File: config.mk
export PLATFORM = sky130hd
export DESIGN_NAME = sangdich_ctrl
export DESIGN_NICKNAME = d
export VERILOG_FILES = /design/src/rtl/sangdich_ctrl.sv
export SDC_FILE = /design/constraint.sdc
export NUM_CORES = 1
export LEC_CHECK = 0
export CORE_ASPECT_RATIO = 0.75
export CORE_MARGIN = 2
export CORE_UTILIZATION = 55
export CTS_CLUSTER_DIAMETER = 60
export DETAILED_ROUTE_END_ITERATION = 16
export PLACE_DENSITY_LB_ADDON = 0.05
export SLEW_MARGIN = 20
export SYNTH_ARGS = -nofsm -noshare
export SYNTH_HDL_FRONTEND = slang
export SYNTH_SLANG_ARGS = --single-unit
File: constraint.sdc
create_clock -name clk -period 6.1 [get_ports clk]
set_clock_uncertainty 0.1 [all_clocks]
set_input_delay 1.22 -clock clk [delete_from_list [all_inputs] [get_ports clk]]
set_output_delay 1.22 -clock clk [all_outputs]
set_load 0.05 [all_outputs]
File: src/rtl/sangdich_ctrl.sv
// LED-chaser sequencer: prescaled step tick plus load/step/dir/fill controls for one shifter.
// load/step are combinational from registered state and current inputs; run=0 pauses, holding the prescaler.
module sangdich_ctrl #(
  parameter int WIDTH = 8,
  parameter int DIV_W = 16
) (
  input  logic                     clk,
  input  logic                     rs,
  input  logic                     run,
  input  logic [1:0]               mode,
  input  logic [DIV_W-1:0]         div,
  output logic                     load,
  output logic [WIDTH-1:0]         load_pat,
  output logic                     step,
  output logic                     dir,
  output logic                     fill_bit,
  output logic [$clog2(WIDTH)-1:0] pos,
  output logic                     busy
);

  localparam int PW = $clog2(WIDTH);
  localparam logic [PW-1:0] PMAX = PW'(WIDTH - 1);

  localparam logic [1:0] IDLE  = 2'd0;
  localparam logic [1:0] LOAD  = 2'd1;
  localparam logic [1:0] RUN   = 2'd2;
  localparam logic [1:0] PAUSE = 2'd3;

  localparam logic [1:0] M_ROTL   = 2'd0;
  localparam logic [1:0] M_ROTR   = 2'd1;
  localparam logic [1:0] M_BOUNCE = 2'd2;
  localparam logic [1:0] M_FILL   = 2'd3;

  logic [1:0]       state;
  logic [1:0]       mode_q;
  logic [DIV_W-1:0] cnt;
  logic             phase;
  logic             mchg;
  logic             tc;
  logic [PW-1:0]    pos_nxt;
  logic             dir_nxt;
  logic             phase_nxt;

  assign mchg = (mode != mode_q);
  // >= rather than == so a div lowered below the running count fires at once
  assign tc   = (cnt >= div);
  assign load = (state == LOAD);
  assign step = (state == RUN) && !mchg && run && tc;
  assign busy = (state != IDLE);

  always_comb begin
    load_pat = '0;
    if (load) begin
      case (mode)
        M_ROTR:  load_pat = {1'b1, {(WIDTH-1){1'b0}}};
        M_FILL:  load_pat = '0;
        default: load_pat = WIDTH'(1);
      endcase
    end
  end

  always_comb begin
    fill_bit = 1'b0;
    if (step) begin
      case (mode_q)
        M_ROTL:  fill_bit = (pos == PMAX);
        M_ROTR:  fill_bit = (pos == '0);
        M_FILL:  fill_bit = ~phase;
        default: fill_bit = 1'b0;
      endcase
    end
  end

  always_comb begin
    pos_nxt   = pos;
    dir_nxt   = dir;
    phase_nxt = phase;
    case (mode_q)
      M_ROTL: pos_nxt = pos + PW'(1);
      M_ROTR: pos_nxt = pos - PW'(1);
      M_BOUNCE: begin
        pos_nxt = dir ? (pos - PW'(1)) : (pos + PW'(1));
        // turn around on the edge that lands on an end LED
        if (pos_nxt == PMAX) begin
          dir_nxt = 1'b1;
        end else if (pos_nxt == '0) begin
          dir_nxt = 1'b0;
        end
      end
      default: begin
        pos_nxt = (pos == PMAX) ? '0 : (pos + PW'(1));
        if (pos == PMAX) begin
          phase_nxt = ~phase;
        end
      end
    endcase
  end

  always_ff @(posedge clk or negedge rs) begin
    if (!rs) begin
      state  <= IDLE;
      mode_q <= 2'd0;
      cnt    <= '0;
      phase  <= 1'b0;
      pos    <= '0;
      dir    <= 1'b0;
    end else begin
      case (state)
        IDLE: begin
          if (run) begin
            state <= LOAD;
          end
        end
        LOAD: begin
          state  <= RUN;
          mode_q <= mode;
          cnt    <= '0;
          phase  <= 1'b0;
          if (mode == M_ROTR) begin
            pos <= PMAX;
            dir <= 1'b1;
          end else begin
            pos <= '0;
            dir <= 1'b0;
          end
        end
        RUN: begin
          if (mchg) begin
            state <= LOAD;
          end else if (!run) begin
            state <= PAUSE;
          end else if (tc) begin
            cnt   <= '0;
            pos   <= pos_nxt;
            dir   <= dir_nxt;
            phase <= phase_nxt;
          end else begin
            cnt <= cnt + DIV_W'(1);
          end
        end
        default: begin
          if (run) begin
            state <= mchg ? LOAD : RUN;
          end
        end
      endcase
    end
  end

endmodule

==> flow_metrics.py <==
metrics = {
    "cts": {
        "total_clock_buffers_created_by_cts": 3,
        "post_cts_resized": 0,
        "tritoncts": "yes",
        "holdBufCountCts": 0,
        "clk_latency_ps": 270,
        "clock_path_buffers": 2,
        "clk_transition_reported_paths_ps": 90,
        "cts_htree_levels": 1,
        "clock_sinks": 25,
        "clock-root-buffer": "sky130_fd_sc_hd__clkbuf_8",
        "post_cts_buffers": 0,
    },
    "power_and_ir_drop": {
        "final_total_power_mw": 0.807,
        "power.static_leakage_nw": 1.09,
        "cellPowerDensity_mw_per_mm2": 351,
        "power.ir.vdd_worst_v": 0.000323,
    },
    "synthesis": {
        "synth_async_sr_flop_share_pct": 100,
        "synth_area_leader_cell": "sky130_fd_sc_hd__dfrtp_1",
        "synthesized_area_fraction_occupied_by_ao_oa_aoi_and_oai_cells_pct": 13.0,
        "synth.yosys.seq_area_share_pct": 31.8,
        "netlist_top_cells_count": "25 x sky130_fd_sc_hd__dfrtp_1, 23 x sky130_fd_sc_hd__nand2_1, 21 x sky130_fd_sc_hd__ha_1, 21 x sky130_fd_sc_hd__inv_1, 20 x sky130_fd_sc_hd__nor2_1",
        "dominant_combinational_cell_family_by_area_after_synthesis": "simple AND/OR/NAND/NOR gates",
        "post-synth-top-count-cell": "sky130_fd_sc_hd__dfrtp_1",
        "syn-mean-instance-area_um2": 8.56,
        "synth_warnings": 0,
        "synth.ff_latch_count": 25,
        "synth_top_cell_area_share_pct": 31.8,
        "synth-xor-area-share_pct": 6.67,
        "yosys.area_share.adder_pct": 13.3,
        "synth_ff_type": "sky130_fd_sc_hd__dfrtp_1",
        "synth.area.top_cells": "sky130_fd_sc_hd__dfrtp_1 32%, sky130_fd_sc_hd__ha_1 13%, sky130_fd_sc_hd__xor2_1 4.4%",
        "post_synth_inst_count": 230,
        "post_synth_num_cell_types": 47,
        "post_synth_instance_area_mm2": 0.00197,
        "muxShareOfSynthArea_pct": 0.508,
        "count_of_flip_flops_with_a_built_in_enable_after_synthesis": 0,
        "yosys.area_share.simple_pct": 25.8,
    },
    "floorplanning": {
        "die_x_um": 73.1,
        "coreArea_mm2": 0.00336,
        "ioPinCount": 37,
        "die_h_um": 55.8,
        "num_rows": 18,
        "start_util_pct": 58.7,
        "dieArea_mm2": 0.00408,
    },
    "global_route": {
        "global_route.overflow_total": 0,
        "vias_in_the_first_global_route": 1419,
        "initial_antenna_violation_count": 0,
        "grt_first_pass_wirelength_um": 6420,
        "largest_net_degree_at_the_start_of_global_routing": 26,
        "globalRouteTotalUtil_pct": 19.9,
    },
    "status": {
        "run_status": "complete, no violations",
    },
    "critical_path": {
        "critPathRequiredTime_ps": 4780,
        "reg2reg_depth": 7,
        "timing.critical_path.fanout_max": 3,
        "worstPathArrival_ps": 4160,
        "critical_path.startpoint_type": "primary input",
        "setup.worst_path.end_class": "primary output",
        "critical_r2r_launch": "cnt[15]",
        "worstSetupPathType": "in2out",
        "rr_endpoint": "dir",
        "reg2reg_setup_slack_ps": 3270,
    },
    "cells_and_area": {
        "nets": 301,
        "postLayoutCellArea_mm2": 0.00230,
        "insertedDiodeCount": 0,
        "final-instance-count-excl-fill": 298,
        "layout-area-overhead-vs-synth_pct": 16.8,
        "layout-drive-gt1-share_pct": 5.81,
    },
    "sta": {
        "worst_slew_margin_rel_pct": 55.9,
        "worst_slack_ps": 622,
        "finalSetupViolCount": 0,
        "layout_worst_path_cycle_share_pct": 89.8,
        "fmax_mhz": 183,
        "finalCriticalPeriod_ps": 5480,
        "fin_max_slew_vios": 0,
        "timing_hold_violations_final": 0,
        "grt_setup_unrepaired": "no",
        "timing.setup.tns_ps": 0,
        "worstMarginPinSlew_ps": 656,
    },
    "route": {
        "drt_wl_total_um": 3790,
        "viasPerCell": 5.50,
        "routed_wire_length_per_instance_um": 12.7,
        "drt.antenna.violating_nets": 0,
        "remaining_drc_errors": 0,
        "drt_pass1_iterations": 4,
        "detailroute.via_count": 1638,
        "drt_iter0_drc": 121,
    },
    "hold_path": {
        "hold_path_class": "reg2reg",
        "min_from": "phase",
        "holdPathEnd": "phase",
        "holdPathStages": 1,
    },
    "placed_design": {
        "dp_hpwl_um": 2990,
        "dp.cells": 294,
        "routabilityCongestion": 0.861,
        "placement.io_buffers": 30,
        "place_worst_setup_slack_ps": 602,
        "placement.cell_area_mm2": 0.00225,
    },
    "run": {
        "cap_violations": 0,
    },
}
==> stage by stage <==
step / hold WS [ps] / util (%)
detailed placement: 424 / 67.2
floorplan: 387 / -
CTS: 452 / 68.5
global placement: 420 / 67.2
finish: 455 / 68.5
global route: 474 / 68.5
==> sequential cells by signal, summed over array words and instances, names as in the netlist <==
signal / flops
pos: 3
state: 2
cnt: 16
dir: 1
phase: 1
mode_q: 2
==> layout by cell type, fill, tap and decap left out, types with 9 or more instances in the layout <==
cell / netlist / final
sky130_fd_sc_hd__ha_1: 21 / 21
sky130_fd_sc_hd__clkdlybuf4s50_1: 0 / 30
sky130_fd_sc_hd__nand2_1: 23 / 23
sky130_fd_sc_hd__inv_1: 21 / 21
sky130_fd_sc_hd__a21oi_1: 9 / 9
sky130_fd_sc_hd__nand3_1: 11 / 11
sky130_fd_sc_hd__nor2_1: 20 / 20
sky130_fd_sc_hd__xor2_1: 10 / 10
sky130_fd_sc_hd__dfrtp_1: 25 / 25
==> per-layer routing <==
layer  part of all wire (%)  GRT usage (%)
met1                     52           30.8
met2                     41           27.8
met3                    6.1           4.89
met4                   0.37           3.97
met5                      0              0
==> critical path, cell delays in order <==
cell	delay (ps)
sky130_fd_sc_hd__clkdlybuf4s50_1	450
sky130_fd_sc_hd__inv_1	40
sky130_fd_sc_hd__ha_1	300
sky130_fd_sc_hd__nand4_1	180
sky130_fd_sc_hd__nor3_2	260
sky130_fd_sc_hd__or4b_4	520
sky130_fd_sc_hd__nand3_1	100
sky130_fd_sc_hd__and3_1	170
sky130_fd_sc_hd__and2_1	120
sky130_fd_sc_hd__clkdlybuf4s50_1	790
==> kinds of logic (layout without fill, tap and decap cells) <==
kind of cell	Yosys count	after routing
and+or+nand+nor	96	96
other	1	6
adders and majority gates	21	21
AOI/OAI and AO/OA	38	38
DFF	25	25
buffers and inverters	33	56
xor gates and xnor gates	15	15
muxes	1	1
==> final cells by class <==
class                      count  area (um^2)
multi-input combinational    177         1190
fill                         293         1060
sequential                    25          626
timing repair buffer          31          308
inverter                      21         78.8
tap                           40         50.0
clock buffer                   3         41.3
clock inverter                 1         5.00
==> power breakdown <==
group | switching [mW] | internal, mW | leakage (nW)
clock network | 0.0544 | 0.0458 | 0.0255
registers | 0.0531 | 0.202 | 0.333
logic | 0.287 | 0.165 | 0.734
==> how the worst max path moves through the flow <==
stage	from	cells after the start	endpoint	slack, ps
2_1_floorplan	div[15]	8	fill_bit	1340
3_3_place_gp	div[15]	10	fill_bit	660
3_5_place_dp	div[15]	10	fill_bit	600
4_1_cts	div[15]	10	fill_bit	590
5_1_grt	div[15]	10	fill_bit	500
6_report	div[15]	10	fill_bit	620
Note: power is estimated with default switching activity, not from simulation.
